==> src/rtl/datapath_controller_if.sv <==
// Control/instruction bus between the instruction source, datapath_controller
// and the register-file/shifter/ALU datapath.
interface datapath_controller_if;
  logic [15:0] in;
  logic        load;
  logic        s;
  logic        w;
  logic        illegal;
  logic [2:0]  readnum;
  logic [2:0]  writenum;
  logic        write;
  logic        vsel;
  logic [15:0] datapath_in;
  logic        loada;
  logic        loadb;
  logic        loadc;
  logic        loads;
  logic        asel;
  logic        bsel;
  logic [1:0]  shift;
  logic [1:0]  ALUop;

  // Controller end: takes instructions, drives every datapath control.
  modport master (
    input  in, load, s,
    output w, illegal, readnum, writenum, write, vsel, datapath_in,
           loada, loadb, loadc, loads, asel, bsel, shift, ALUop
  );

  // Instruction source / datapath end.
  modport slave (
    output in, load, s,
    input  w, illegal, readnum, writenum, write, vsel, datapath_in,
           loada, loadb, loadc, loads, asel, bsel, shift, ALUop
  );
endinterface

==> src/rtl/datapath_controller.sv <==
// Instruction register, decoder and control FSM for the 16-bit
// register-file/shifter/ALU datapath. One instruction per start pulse.
module datapath_controller (
  input  logic           clk,
  input  logic           rst_n,
  datapath_controller_if.master bus
);

  typedef enum logic [2:0] {
    S_WAIT,
    S_DECODE,
    S_WRITE_IMM,
    S_GET_A,
    S_GET_B,
    S_EXEC,
    S_WRITE_REG
  } state_t;

  typedef struct packed {
    logic        w;
    logic        illegal;
    logic [2:0]  readnum;
    logic [2:0]  writenum;
    logic        write;
    logic        vsel;
    logic [15:0] datapath_in;
    logic        loada;
    logic        loadb;
    logic        loadc;
    logic        loads;
    logic        asel;
    logic        bsel;
    logic [1:0]  shift;
    logic [1:0]  ALUop;
  } ctrl_t;

  state_t      state_q, state_d;
  logic [15:0] ir_q, ir_d;
  ctrl_t       ctrl_q;

  logic [2:0] opcode;
  logic [1:0] op;
  logic       is_movi, is_movr, is_alu, is_cmp, is_mvn;

  assign opcode  = ir_q[15:13];
  assign op      = ir_q[12:11];
  assign is_movi = (opcode == 3'b110) && (op == 2'b10);
  assign is_movr = (opcode == 3'b110) && (op == 2'b00);
  assign is_alu  = (opcode == 3'b101);
  assign is_cmp  = is_alu && (op == 2'b01);
  assign is_mvn  = is_alu && (op == 2'b11);

  // Moore output decode for a given state and instruction word.
  function automatic ctrl_t decode(input state_t st, input logic [15:0] ir);
    ctrl_t      c;
    logic [2:0] f_opc;
    logic [1:0] f_op;
    logic       f_movr, f_cmp, f_legal;
    c       = '0;
    f_opc   = ir[15:13];
    f_op    = ir[12:11];
    f_movr  = (f_opc == 3'b110) && (f_op == 2'b00);
    f_cmp   = (f_opc == 3'b101) && (f_op == 2'b01);
    f_legal = (f_opc == 3'b101) ||
              ((f_opc == 3'b110) && ((f_op == 2'b10) || (f_op == 2'b00)));
    c.datapath_in = {{8{ir[7]}}, ir[7:0]};
    case (st)
      S_WAIT:      c.w = 1'b1;
      S_DECODE:    c.illegal = !f_legal;
      S_WRITE_IMM: begin
        c.writenum = ir[10:8];
        c.vsel     = 1'b1;
        c.write    = 1'b1;
      end
      S_GET_A: begin
        c.readnum = ir[10:8];
        c.loada   = 1'b1;
      end
      S_GET_B: begin
        c.readnum = ir[2:0];
        c.loadb   = 1'b1;
      end
      S_EXEC: begin
        c.shift = ir[4:3];
        c.asel  = f_movr;
        c.ALUop = f_movr ? 2'b00 : f_op;
        c.loadc = !f_cmp;
        c.loads = f_cmp;
      end
      S_WRITE_REG: begin
        c.writenum = ir[7:5];
        c.write    = 1'b1;
      end
      default: c = '0;
    endcase
    return c;
  endfunction

  // Next state and IR capture (IR writable only while idle in WAIT).
  always_comb begin
    state_d = state_q;
    ir_d    = ir_q;
    case (state_q)
      S_WAIT: begin
        if (bus.load) ir_d = bus.in;
        if (bus.s)    state_d = S_DECODE;
      end
      S_DECODE: begin
        if (is_movi)                state_d = S_WRITE_IMM;
        else if (is_movr || is_mvn) state_d = S_GET_B;
        else if (is_alu)            state_d = S_GET_A;
        else                        state_d = S_WAIT;
      end
      S_WRITE_IMM: state_d = S_WAIT;
      S_GET_A:     state_d = S_GET_B;
      S_GET_B:     state_d = S_EXEC;
      S_EXEC:      state_d = is_cmp ? S_WAIT : S_WRITE_REG;
      S_WRITE_REG: state_d = S_WAIT;
      default:     state_d = S_WAIT;
    endcase
  end

  // State, IR and registered controls. Outputs are decoded from the
  // next state/IR so they stay cycle-identical to a Moore decode of the
  // current state while coming straight from flops.
  always_ff @(posedge clk or negedge rst_n) begin
    if (!rst_n) begin
      state_q <= S_WAIT;
      ir_q    <= '0;
      ctrl_q  <= decode(S_WAIT, '0);
    end else begin
      state_q <= state_d;
      ir_q    <= ir_d;
      ctrl_q  <= decode(state_d, ir_d);
    end
  end

  assign bus.w           = ctrl_q.w;
  assign bus.illegal     = ctrl_q.illegal;
  assign bus.readnum     = ctrl_q.readnum;
  assign bus.writenum    = ctrl_q.writenum;
  assign bus.write       = ctrl_q.write;
  assign bus.vsel        = ctrl_q.vsel;
  assign bus.datapath_in = ctrl_q.datapath_in;
  assign bus.loada       = ctrl_q.loada;
  assign bus.loadb       = ctrl_q.loadb;
  assign bus.loadc       = ctrl_q.loadc;
  assign bus.loads       = ctrl_q.loads;
  assign bus.asel        = ctrl_q.asel;
  assign bus.bsel        = ctrl_q.bsel;
  assign bus.shift       = ctrl_q.shift;
  assign bus.ALUop       = ctrl_q.ALUop;

endmodule
==> src/flat_wrapper.sv <==
// flat-port wrapper written by rule: the top's interface ports become plain ports
module datapath_controller_flat 
  (clk, rst_n, bus_in, bus_load, bus_s, bus_w, bus_illegal, bus_readnum, bus_writenum, bus_write, bus_vsel, bus_datapath_in, bus_loada, bus_loadb, bus_loadc, bus_loads, bus_asel, bus_bsel, bus_shift, bus_ALUop);
  datapath_controller_if bus_i ();
  input  logic clk;
  input  logic rst_n;
  input wire logic [$bits(bus_i.in)-1:0] bus_in;
  input wire logic [$bits(bus_i.load)-1:0] bus_load;
  input wire logic [$bits(bus_i.s)-1:0] bus_s;
  output wire logic [$bits(bus_i.w)-1:0] bus_w;
  output wire logic [$bits(bus_i.illegal)-1:0] bus_illegal;
  output wire logic [$bits(bus_i.readnum)-1:0] bus_readnum;
  output wire logic [$bits(bus_i.writenum)-1:0] bus_writenum;
  output wire logic [$bits(bus_i.write)-1:0] bus_write;
  output wire logic [$bits(bus_i.vsel)-1:0] bus_vsel;
  output wire logic [$bits(bus_i.datapath_in)-1:0] bus_datapath_in;
  output wire logic [$bits(bus_i.loada)-1:0] bus_loada;
  output wire logic [$bits(bus_i.loadb)-1:0] bus_loadb;
  output wire logic [$bits(bus_i.loadc)-1:0] bus_loadc;
  output wire logic [$bits(bus_i.loads)-1:0] bus_loads;
  output wire logic [$bits(bus_i.asel)-1:0] bus_asel;
  output wire logic [$bits(bus_i.bsel)-1:0] bus_bsel;
  output wire logic [$bits(bus_i.shift)-1:0] bus_shift;
  output wire logic [$bits(bus_i.ALUop)-1:0] bus_ALUop;
  assign bus_i.in = bus_in;
  assign bus_i.load = bus_load;
  assign bus_i.s = bus_s;
  assign bus_w = bus_i.w;
  assign bus_illegal = bus_i.illegal;
  assign bus_readnum = bus_i.readnum;
  assign bus_writenum = bus_i.writenum;
  assign bus_write = bus_i.write;
  assign bus_vsel = bus_i.vsel;
  assign bus_datapath_in = bus_i.datapath_in;
  assign bus_loada = bus_i.loada;
  assign bus_loadb = bus_i.loadb;
  assign bus_loadc = bus_i.loadc;
  assign bus_loads = bus_i.loads;
  assign bus_asel = bus_i.asel;
  assign bus_bsel = bus_i.bsel;
  assign bus_shift = bus_i.shift;
  assign bus_ALUop = bus_i.ALUop;
  datapath_controller u_core (.clk(clk), .rst_n(rst_n), .bus(bus_i));
endmodule
==> config.mk <==
export PLATFORM = sky130hd
export DESIGN_NAME = datapath_controller_flat
export DESIGN_NICKNAME = d
export VERILOG_FILES = /design/src/rtl/datapath_controller_if.sv /design/src/rtl/datapath_controller.sv /design/src/flat_wrapper.sv
export SDC_FILE = /design/constraint.sdc
export NUM_CORES = 1
export LEC_CHECK = 0
export CAP_MARGIN = 20
export CORE_ASPECT_RATIO = 1.2
export CORE_UTILIZATION = 40
export DETAILED_ROUTE_END_ITERATION = 12
export GPL_ROUTABILITY_DRIVEN = 0
export GPL_TIMING_DRIVEN = 0
export PLACE_DENSITY = 0.81
export SKIP_LAST_GASP = 1
export SYNTH_ARGS = -nofsm -noshare
export SYNTH_HDL_FRONTEND = slang
export SYNTH_SLANG_ARGS = --single-unit
==> constraint.sdc <==
create_clock -name clk -period 1.9 [get_ports clk]
set_input_delay 0.38 -clock clk [delete_from_list [all_inputs] [get_ports clk]]
set_output_delay 0.38 -clock clk [all_outputs]
set_load 0.02 [all_outputs]
==> flow_summary.yaml <==
layout:
  drive_gt1_share_pct: 26.1
  syn2layout_area_growth_pct: 42.6
  fillers: 358
  nNetsFinal: 222
  diodes: 0
  multi_input_area_um2: 617
  post-route-cell-area_mm2: 0.00265
  seq_area_mm2: 0.00115
  utilization_pct: 60.8
  final_cell_count_no_fill: 259
synth:
  yosys.area.top_type: "dfrtp_1"
  yosysWarningCount: 0
  netlist_instances: 136
  synth_edf_count: 0
  syn-num-nets: 156
  avgSynthCellArea_um2: 13.7
  synthArstFlopShare_pct: 100
  synth-seq-cells: 46
  ys_seq_area_share_pct: 61.9
  synth.top_cell.area_share_pct: 60.5
  synth_area_leaders: "dfrtp_1 61%, mux2_2 13%, buf_4 4.0%"
  syn_area_mm2: 0.00186
  yosysUniqueCellTypes: 34
  synth-main-ff-cell: "dfrtp_1"
detailed_routing:
  wl_per_cell_um: 14.7
  drcViolationCount: 0
  drtPass1Iterations: 4
  antenna_left: 0
  drt_iter0_markers: 46
  via_count: 1285
  viasPerCell: 4.96
  wl_mm: 3.81
cts:
  clock_latency_ns: 0.30
  cts_buffers: 5
  cts_tree: "done"
  cts.sinks: 46
  clock_path_buffers: 2
  cts_root_buf: "clkbuf_8"
  htree_levels: 2
  cts.clk_slew.worst_paths_ns: 0.08
power:
  power_leakage_uw: 0.00121
  ir_worst_vdd_mv: 0.693
  power_density_mw_per_mm2: 1690
  finalPower_uw: 4480
timing:
  hold_viol: 0
  worst_slack_ns: 0.0667
  post-route-min-period_ns: 1.83
  setup_viol: 0
  max_freq_mhz: 545
  finalCritPeriodShare_pct: 96.5
  clock_skew_ns: 0.00426
  slew_violations: 0
floorplan:
  die_w_um: 64.3
  initial_core_util_pct: 42.7
  ioPinCount: 56
  fp.dieH_um: 76.7
  dieArea_mm2: 0.00493
  core_mm2: 0.00436
  rows: 26
global_routing:
  grt_pass1_vias: 1325
  grt_first_pass_wirelength_mm: 6.39
  grt_max_degree: 43
  antenna_found_initial: 0
  gr-usage-all-layers_pct: 17.5
  overflow: 0
job:
  cap_violations: 0
setup_path:
  cp-start-kind: "flip-flop"
  critical_path_class: "flip-flop to output port"
  crit_chain: "buf_4, clkdlybuf4s50_1"
  crit_required_ns: 1.52
  slowest_stage: "clkdlybuf4s50_1"
  max_stage_delay_ns: 0.59
  cp-end-kind: "output port"
  cp_max_fo: 9
  crit_arrival_ns: 1.45
min_path:
  hp-class: "input port to async pin"
placed_design:
  io_buffers: 54
  pre_cts_slack_ns: -0.529
  dpl.cell_count: 247
  placed_area_mm2: 0.00249
  dp_hpwl_mm: 2.65
run_status:
  status: "completed"
==> critical path, delay by kind of cell (launching register included) <==
kind     cells  cell delay, ns
flops        1            0.44
buf+inv      2            0.72
==> power breakdown <==
group          leakage, uW  switching, uW  internal [uW]  total, uW
clock            0.0000579            316            387        703
sequential        0.000576            258           1380       1640
combinational     0.000578            998           1140       2140
==> area by class of cell <==
class                           instances  area share, %
Buffer                                 12           3.30
Clock buffer                            5           2.59
Tap cell                               56           2.64
Clock inverter                          3           1.51
Multi-Input combinational cell         72           23.3
Inverter                                6          0.849
Timing Repair Buffer                   59           22.4
Sequential cell                        46           43.5
==> routing by layer <==
layer | share of wire [%] | vias up | GRT usage (%)
met5 | 0 | - | 0
met4 | 2.0 | 0 | 7.56
met3 | 5.4 | 6 | 4.32
met2 | 52 | 44 | 30.0
met1 | 41 | 631 | 20.3
li1 | - | 604 | -
==> final timing paths <==
path,from,to,slack (ns),depth (start not counted)
hold / removal,rst_n,u_core.bus.ALUop[0]$_DFF_PN0_,0.43,2
setup reg to reg,u_core.state_q[2]$_DFF_PN0_,u_core.bus.asel$_DFF_PN0_,0.10,5
max in group asynchronous,rst_n,u_core.bus.w$_DFF_PN1_,0.97,3
setup / recovery,u_core.bus.datapath_in[14]$_DFF_PN0_,bus_datapath_in[10],0.07,2
hold reg to reg,u_core.ir_q[6]$_DFF_PN0_,u_core.bus.datapath_in[6]$_DFF_PN0_,0.51,1
min in group clk,u_core.ir_q[6]$_DFF_PN0_,u_core.bus.datapath_in[6]$_DFF_PN0_,0.51,1
==> kinds of logic (layout without fill, tap and decap cells) <==
group / after synthesis / count (layout) / share of synthesized area (%)
AO/OA/AOI/OAI: 17 / 17 / 6.52
other: 1 / 1 / 0.202
buffers and inverters: 18 / 85 / 5.72
flip-flops: 46 / 46 / 61.9
multiplexers: 25 / 25 / 15.1
AND/OR/NAND/NOR: 29 / 29 / 10.5
==> placed cells by master (no fill, tap or decap), types with 2 or more instances in the layout <==
cell type / instances
a22o_1: 3
a31oi_1: 2
and3_1: 4
buf_2: 2
buf_4: 12
clkbuf_8: 5
clkdlybuf4s50_1: 51
clkinv_2: 2
dfrtp_1: 44
dlymetal6s2s_1: 2
inv_1: 6
mux2_2: 20
mux2_4: 2
mux2i_1: 3
nand2_1: 5
nand2b_1: 3
nand4_1: 3
nor2_1: 2
nor2b_1: 2
nor3b_1: 3
o21ai_0: 3
==> per-stage QoR <==
step            TNS, ns  hold slack (ns)
2_1_floorplan         0           0.0844
3_3_place_gp     -44.33            0.480
3_5_place_dp     -11.11            0.217
4_1_cts               0            0.436
5_1_grt        -0.00438            0.443
6_report              0            0.431
==> synthesized netlist by cell type (all sizes together) (2+ instances only) <==
library cell / instances
a21oi: 2
a22o: 3
a31oi: 2
and3: 4
buf: 11
dfrtp: 45
inv: 6
mux2: 22
mux2i: 3
nand2: 5
nand2b: 3
nand4: 3
nor2: 2
nor2b: 4
nor3b: 3
o21ai: 3
==> sequential cells by signal, summed over array words and instances, names as in the netlist <==
name	flops
u_core.bus.loads	1
u_core.bus.shift	2
u_core.bus.datapath_in	8
u_core.bus.loada	1
u_core.bus.loadc	1
u_core.bus.illegal	1
u_core.bus.readnum	3
u_core.bus.asel	1
u_core.bus.vsel	1
u_core.bus.loadb	1
u_core.state_q	3
u_core.bus.w	1
u_core.bus.writenum	3
u_core.bus.write	1
u_core.bus.ALUop	2
u_core.ir_q	16
==> timing repair <==
action	in CTS	in global routing
endpoints found under the hold margin	4	0
resized for setup	1	7
setup endpoints to repair	33	10
hold buffers	1	0
buffers inserted	3	0
Note: power is estimated with default switching activity, not from simulation.
